**config.mk**
```make
export PLATFORM = sky130hd
export DESIGN_NAME = alu_control_unit
export DESIGN_NICKNAME = d
export VERILOG_FILES = /design/src/rtl/cu_pkg.sv /design/src/rtl/cu_regfile.sv /design/src/rtl/alu_control_unit.sv
export SDC_FILE = /design/constraint.sdc
export NUM_CORES = 1
export LEC_CHECK = 0
export BUFFER_PORTS_ARGS = -buffer_cell sky130_fd_sc_hd__buf_2
export CORE_ASPECT_RATIO = 2
export CORE_MARGIN = 4
export CORE_UTILIZATION = 40
export CTS_BUF_LIST = sky130_fd_sc_hd__clkbuf_8 sky130_fd_sc_hd__clkbuf_16
export CTS_CLUSTER_DIAMETER = 40
export DETAILED_ROUTE_END_ITERATION = 6
export PLACE_DENSITY = 0.65
export REMOVE_ABC_BUFFERS = 1
export SLEW_MARGIN = 40
export SYNTH_ARGS = -nofsm -noshare
export SYNTH_HDL_FRONTEND = slang
export SYNTH_SLANG_ARGS = --single-unit
```
**constraint.sdc**
```tcl
create_clock -name clk -period 3 [get_ports clk]
set_input_delay 0.6 -clock clk [delete_from_list [all_inputs] [get_ports clk]]
set_output_delay 0.6 -clock clk [all_outputs]
set_load 0.01 [all_outputs]
```
**src/rtl/cu_pkg.sv**
```systemverilog
// Shared types and constants for the ALU control unit: FSM states, opcodes,
// instruction field positions and ALU status flag indices.
package cu_pkg;

  localparam int DATA_W     = 4;
  localparam int REG_ADDR_W = 2;
  localparam int NUM_REGS   = 2 ** REG_ADDR_W;
  localparam int INSTR_W    = 12;
  localparam int OP_W       = 4;
  localparam int FLAG_W     = 5;

  localparam int OP_MSB  = 11;
  localparam int OP_LSB  = 8;
  localparam int RD_MSB  = 7;
  localparam int RD_LSB  = 6;
  localparam int RA_MSB  = 5;
  localparam int RA_LSB  = 4;
  localparam int RB_MSB  = 3;
  localparam int RB_LSB  = 2;
  localparam int IMM_MSB = 3;
  localparam int IMM_LSB = 0;

  localparam logic [OP_W-1:0] OP_LOADI   = 4'b0000;
  localparam logic [OP_W-1:0] OP_ADD     = 4'b0001;
  localparam logic [OP_W-1:0] OP_ROR     = 4'b1110;
  localparam logic [OP_W-1:0] OP_ILLEGAL = 4'b1111;

  localparam int FLAG_P = 4;
  localparam int FLAG_Z = 3;
  localparam int FLAG_C = 2;
  localparam int FLAG_S = 1;
  localparam int FLAG_O = 0;

  typedef enum logic [2:0] {
    ST_IDLE  = 3'd0,
    ST_ISSUE = 3'd1,
    ST_WAIT  = 3'd2,
    ST_WB    = 3'd3
`ifdef CU_OVF_TRAP_EN
    , ST_TRAP = 3'd4
`endif
  } cu_state_e;

  typedef enum logic [1:0] {
    WB_ALU     = 2'd0,
    WB_LOADI   = 2'd1,
    WB_ILLEGAL = 2'd2
  } wb_kind_e;

endpackage

```
**src/rtl/cu_regfile.sv**
```systemverilog
// 4x4-bit register file: two combinational source read ports, a debug read
// port and one synchronous write port, cleared by synchronous reset.
module cu_regfile
  import cu_pkg::*;
(
  input  logic                  clk,
  input  logic                  rst,
  input  logic                  we_i,
  input  logic [REG_ADDR_W-1:0] waddr_i,
  input  logic [DATA_W-1:0]     wdata_i,
  input  logic [REG_ADDR_W-1:0] ra_addr_i,
  input  logic [REG_ADDR_W-1:0] rb_addr_i,
  input  logic [REG_ADDR_W-1:0] dbg_sel_i,
  output logic [DATA_W-1:0]     ra_data_o,
  output logic [DATA_W-1:0]     rb_data_o,
  output logic [DATA_W-1:0]     dbg_data_o
);

  logic [DATA_W-1:0] regs_q [NUM_REGS];

  // NOTE: this array is only four flops wide, so clearing it on reset is cheap
  // and required; a large RAM-style array would normally not be reset.
  always_ff @(posedge clk) begin
    if (rst) begin
      for (int i = 0; i < NUM_REGS; i++) regs_q[i] <= '0;
    end else if (we_i) begin
      regs_q[waddr_i] <= wdata_i;
    end
  end

  assign ra_data_o  = regs_q[ra_addr_i];
  assign rb_data_o  = regs_q[rb_addr_i];
  assign dbg_data_o = regs_q[dbg_sel_i];

endmodule

```
**src/rtl/alu_control_unit.sv**
```systemverilog
// Single-issue control unit feeding a 4-bit registered ALU.
// Optional overflow trap state enabled by defining CU_OVF_TRAP_EN.
module alu_control_unit
  import cu_pkg::*;
(
  input  logic                  clk,
  input  logic                  rst,
  input  logic                  instr_valid,
  input  logic [INSTR_W-1:0]    instr,
  output logic                  instr_ready,
  output logic [OP_W-1:0]       alu_op,
  output logic [DATA_W-1:0]     alu_a,
  output logic [DATA_W-1:0]     alu_b,
  input  logic [DATA_W-1:0]     alu_result,
  input  logic [FLAG_W-1:0]     alu_status,
  output logic                  done,
  output logic                  illegal,
  output logic [FLAG_W-1:0]     flags,
`ifdef CU_OVF_TRAP_EN
  output logic                  trap,
`endif
  input  logic [REG_ADDR_W-1:0] dbg_sel,
  output logic [DATA_W-1:0]     dbg_data
);

  cu_state_e             state_q;
  wb_kind_e              kind_q;
  logic [REG_ADDR_W-1:0] rd_q;
  logic [DATA_W-1:0]     imm_q;
  logic [DATA_W-1:0]     result_q;
  logic [FLAG_W-1:0]     pend_flags_q;
  logic [FLAG_W-1:0]     flags_q;
  logic [OP_W-1:0]       alu_op_q;
  logic [DATA_W-1:0]     alu_a_q;
  logic [DATA_W-1:0]     alu_b_q;
  logic                  done_q;
  logic                  illegal_q;
  logic                  ovf_trap;
  logic [OP_W-1:0]       dec_op;
  logic [DATA_W-1:0]     ra_data;
  logic [DATA_W-1:0]     rb_data;
  logic                  rf_we;
  logic [DATA_W-1:0]     rf_wdata;

  assign dec_op = instr[OP_MSB:OP_LSB];

`ifdef CU_OVF_TRAP_EN
  logic trap_q;
  assign ovf_trap = pend_flags_q[FLAG_O];
  assign trap     = trap_q;
`else
  assign ovf_trap = 1'b0;
`endif

  // NOTE: all state below is updated with non-blocking assignments so every
  // register sees the pre-edge value of every other register.
  always_ff @(posedge clk) begin
    if (rst) begin
      state_q      <= ST_IDLE;
      kind_q       <= WB_ALU;
      rd_q         <= '0;
      imm_q        <= '0;
      result_q     <= '0;
      pend_flags_q <= '0;
      flags_q      <= '0;
      alu_op_q     <= '0;
      alu_a_q      <= '0;
      alu_b_q      <= '0;
      done_q       <= 1'b0;
      illegal_q    <= 1'b0;
`ifdef CU_OVF_TRAP_EN
      trap_q       <= 1'b0;
`endif
    end else begin
      done_q    <= 1'b0;
      illegal_q <= 1'b0;
      case (state_q)
        ST_IDLE: begin
          if (instr_valid) begin
            rd_q  <= instr[RD_MSB:RD_LSB];
            imm_q <= instr[IMM_MSB:IMM_LSB];
            if (dec_op == OP_LOADI) begin
              kind_q  <= WB_LOADI;
              done_q  <= 1'b1;
              state_q <= ST_WB;
            end else if (dec_op == OP_ILLEGAL) begin
              kind_q    <= WB_ILLEGAL;
              done_q    <= 1'b1;
              illegal_q <= 1'b1;
              state_q   <= ST_WB;
            end else begin
              // Operands are snapshotted here, so rd aliasing ra/rb is harmless.
              kind_q   <= WB_ALU;
              alu_op_q <= dec_op;
              alu_a_q  <= ra_data;
              alu_b_q  <= rb_data;
              state_q  <= ST_ISSUE;
            end
          end
        end
        ST_ISSUE: state_q <= ST_WAIT;
        ST_WAIT: begin
          result_q     <= alu_result;
          pend_flags_q <= alu_status;
          done_q       <= 1'b1;
          state_q      <= ST_WB;
        end
        ST_WB: begin
          if (kind_q == WB_ALU) flags_q <= pend_flags_q;
`ifdef CU_OVF_TRAP_EN
          if (kind_q == WB_ALU && ovf_trap) begin
            trap_q  <= 1'b1;
            state_q <= ST_TRAP;
          end else begin
            state_q <= ST_IDLE;
          end
`else
          state_q <= ST_IDLE;
`endif
        end
`ifdef CU_OVF_TRAP_EN
        ST_TRAP: state_q <= ST_TRAP;
`endif
        default: state_q <= ST_IDLE;
      endcase
    end
  end

  // NOTE: every signal assigned here gets a default first so no latch is inferred.
  always_comb begin
    rf_we    = 1'b0;
    rf_wdata = result_q;
    if (state_q == ST_WB) begin
      if (kind_q == WB_LOADI) begin
        rf_we    = 1'b1;
        rf_wdata = imm_q;
      end else if (kind_q == WB_ALU) begin
        rf_we = !ovf_trap;
      end
    end
  end

  cu_regfile u_regfile (
    .clk        (clk),
    .rst        (rst),
    .we_i       (rf_we),
    .waddr_i    (rd_q),
    .wdata_i    (rf_wdata),
    .ra_addr_i  (instr[RA_MSB:RA_LSB]),
    .rb_addr_i  (instr[RB_MSB:RB_LSB]),
    .dbg_sel_i  (dbg_sel),
    .ra_data_o  (ra_data),
    .rb_data_o  (rb_data),
    .dbg_data_o (dbg_data)
  );

  assign instr_ready = (state_q == ST_IDLE);
  assign alu_op      = alu_op_q;
  assign alu_a       = alu_a_q;
  assign alu_b       = alu_b_q;
  assign done        = done_q;
  assign illegal     = illegal_q;
  assign flags       = flags_q;

endmodule

```
==> results.py <==
metrics = {
    "outcome": {
        "status": "finished, final reports clean",
    },
    "setup_path": {
        "cp-endpoint": "dbg_data[1]",
        "worst-r2r-cell-count": 5,
        "crit_path_max_incr_delay_ns": 0.50,
        "criticalPathCategory": "input pin to output pin",
        "cp.depth": 3,
        "path_max_fanout": 4,
        "critical-path-top-delay-family": "multiplexers",
        "critPathMostFrequentCell": "buf_2",
        "crit_slowest_cell": "mux4_2",
        "critPathLaunchType": "input pin",
        "critPathArrivalTime_ns": 1.41,
        "startpoint": "dbg_sel[0]",
        "crit_buf_inv": 2,
        "rr_startpoint": "state_q[0]$_SDFFE_PP0P_",
        "rrSetupSlack_ns": 1.05,
        "cp.required_ns": 2.40,
        "path_cells": "buf_2 -> mux4_2 -> buf_2",
        "r2r_end": "alu_a[2]$_SDFFE_PP0P_",
        "cp-end-kind": "output pin",
    },
    "clock_tree": {
        "cts_buffer_depth": 2,
        "cts_setup_buffers": 0,
        "hold_buffers": 0,
        "cts_buffers": 5,
        "cts_tree": "built",
        "cts.repair.resized": 0,
        "root_buffer": "clkbuf_16",
        "h-tree-depth": 2,
        "clock_latency_ns": 0.29,
        "clk_pin_slew_ns": 0.07,
        "clock_sinks": 54,
    },
    "layout": {
        "final_common_cell": "buf_2",
        "diodes": 0,
        "fin_nets": 302,
        "utilization": 0.483,
        "syn_to_final_growth_pct": 16.8,
        "fin_cells": 336,
        "drive_above_1_share": 0.293,
        "design_area_um2": 2900,
        "final_cell_mix": "49 x buf_2, 38 x dfxtp_1, 35 x nand2_1, 27 x nor2_1, 16 x edfxtp_1",
        "final.fill_count": 565,
    },
    "floorplan": {
        "io_pins": 50,
        "die_area_um2": 7600,
        "die_w_um": 63.7,
        "core_area_um2": 6010,
        "die_h_um": 119,
        "start_util": 0.413,
        "rows": 40,
    },
    "sta": {
        "final_max_slew_viol_count": 0,
        "hold_violations": 0,
        "period_share": 0.671,
        "period_needed_ns": 2.01,
        "holdWs_ns": 0.456,
        "rsz0062_at_grt": "no",
        "tightest_slew_ns": 0.760,
        "max_slew_margin": 0.492,
        "clock.fmax_ghz": 0.497,
        "tns_ns": 0,
        "finalSetupViolations": 0,
        "fin_skew_ns": 0.00555,
    },
    "routing": {
        "drt-total-wl_um": 5620,
        "ant_nets": 0,
        "wire_per_inst_um": 16.7,
        "first_pass_iters": 4,
        "viasPerCell": 5.57,
        "drt_iter0_markers": 103,
        "drc": 0,
        "num_vias": 1870,
    },
    "power": {
        "p_int_uw": 1350,
        "power_frac_clock": 0.311,
        "p_per_area_nw_per_um2": 659,
        "power.switching_uw": 561,
        "cellLeakagePower_uw": 0.00120,
        "ir_drop_mv": 0.409,
        "swShare": 0.294,
        "seq_power_share": 0.465,
        "power_frac_comb": 0.223,
    },
    "logic_synthesis": {
        "synth.area.mux_share": 0.184,
        "synth_top_family_by_area": "multiplexers",
        "ys_types": 37,
        "syn_inst": 229,
        "synth_xor_area_frac": 0,
        "ys_warn_count": 0,
        "ys_ff_latch": 54,
        "syn_area_per_cell_um2": 10.8,
        "seq_area_frac_synth": 0.500,
        "synth_area_um2": 2480,
        "synth-simple-area-share": 0.177,
        "synth_compound_area_frac": 0.0802,
        "synth-adder-area-share": 0.0202,
    },
    "global_route": {
        "grtUsageTotal": 0.153,
        "grt_pass1_wl_um": 8960,
        "grt_overflow_total": 0,
        "grt_max_degree": 23,
        "antenna_found_initial": 0,
        "grt_pass1_vias": 1861,
    },
    "flow_run": {
        "maxCapViolations": 0,
    },
    "placement": {
        "dpl.cell_count": 328,
        "gp_congestion": 0.875,
        "io_buffers": 49,
        "placed_cell_area_um2": 2750,
        "hpwl_um": 4190,
    },
    "hold_path": {
        "hold_class": "register to register",
    },
}
kinds of logic after synthesis:
group / count (synthesis)
AOI/OAI and AO/OA: 29
adders and majority gates: 4
buffers and inverters: 22
DFF: 54
muxes: 30
and+or+nand+nor: 90
sequential cells by signal (all words and copies together) (netlist names):
name and count:
state_q 2, done 1, kind_q 2, alu_b 4
result_q 4, u_regfile.regs_q 16, alu_a 4, alu_op 4
rd_q 2, flags 5, pend_flags_q 5, illegal 1
imm_q 4
synth_stat cells:
master	number	area, um2
dfxtp_1	38	761
nand2_1	35	131
nor2_1	27	101
edfxtp_1	16	480
mux2i_1	14	140
a21oi_1	12	60.1
mux4_2	12	270
clkbuf_1	9	33.8
nand4_1	9	56.3
o311ai_0	8	70.1
inv_1	7	26.3
ha_1	4	50.1
mux2_2	4	45.0
nand3_1	4	20.0
o31ai_1	4	30.0
a211oi_1	2	15.0
buf_2	2	10.0
nor3b_1	2	15.0
nor4b_1	2	17.5
a21oi_2	1	8.76
and2_1	1	6.26
and3b_1	1	8.76
and4_1	1	8.76
buf_1	1	3.75
buf_4	1	7.51
buf_6	1	11.3
clkbuf_2	1	5.00
nand2b_1	1	6.26
nand3b_1	1	7.51
nand4b_1	1	8.76
nor3_1	1	5.00
nor3b_2	1	12.5
nor4_2	1	12.5
o211ai_1	1	7.51
o21a_1	1	7.51
or3b_2	1	8.76
or4_4	1	11.3
worst reg2reg max path: stages (launching register included):
cell and delay [ns]:
dfxtp_1 0.35, inv_1 0.09, ha_1 0.28, nand2_1 0.50
o311ai_0 0.51, nand2_1 0.10
how the worst min path moves through the flow:
stage / start / end / cells past startpoint
2_1_floorplan: imm_q[0]$_SDFFE_PP0P_ / imm_q[0]$_SDFFE_PP0P_ / 2
3_3_place_gp: imm_q[2]$_SDFFE_PP0P_ / imm_q[2]$_SDFFE_PP0P_ / 2
3_5_place_dp: imm_q[2]$_SDFFE_PP0P_ / imm_q[2]$_SDFFE_PP0P_ / 2
4_1_cts: imm_q[2]$_SDFFE_PP0P_ / imm_q[2]$_SDFFE_PP0P_ / 2
5_1_grt: imm_q[3]$_SDFFE_PP0P_ / imm_q[3]$_SDFFE_PP0P_ / 2
6_report: imm_q[3]$_SDFFE_PP0P_ / imm_q[3]$_SDFFE_PP0P_ / 2
power groups by stage:
stage / clock network, uW / registers, uW / logic (uW)
2_1_floorplan: 0 / 901 / 278
4_1_cts: 607 / 889 / 431
5_1_grt: 633 / 899 / 467
3_5_place_dp: 0 / 905 / 429
6_report: 595 / 889 / 426
3_3_place_gp: 0 / 900 / 420
layout make-up:
cell class                      instances  area, um2  area share
Clock inverter                          2       11.3     0.00388
Timing Repair Buffer                   51        260      0.0898
Inverter                                7       26.3     0.00906
Sequential cell                        54       1240       0.428
Multi-Input combinational cell        153       1140       0.394
Clock buffer                            6        139      0.0479
Tap cell                               63       78.8      0.0272
per-stage QoR:
stage               power, uW  worst slack (ns)
floorplan                1180              1.29
CTS                      1930             0.982
detailed placement       1330             0.982
finish                   1910             0.988
global placement         1320             0.997
global route             2000             0.820
layer usage:
layer,up-vias,GRT usage,part of all wire
met4,0,0.0798,0.029
met1,873,0.148,0.37
li1,926,-,-
met3,14,0.0415,0.053
met2,57,0.286,0.55
met5,-,0,0
No activity file was read; power rests on OpenSTA's default activity.
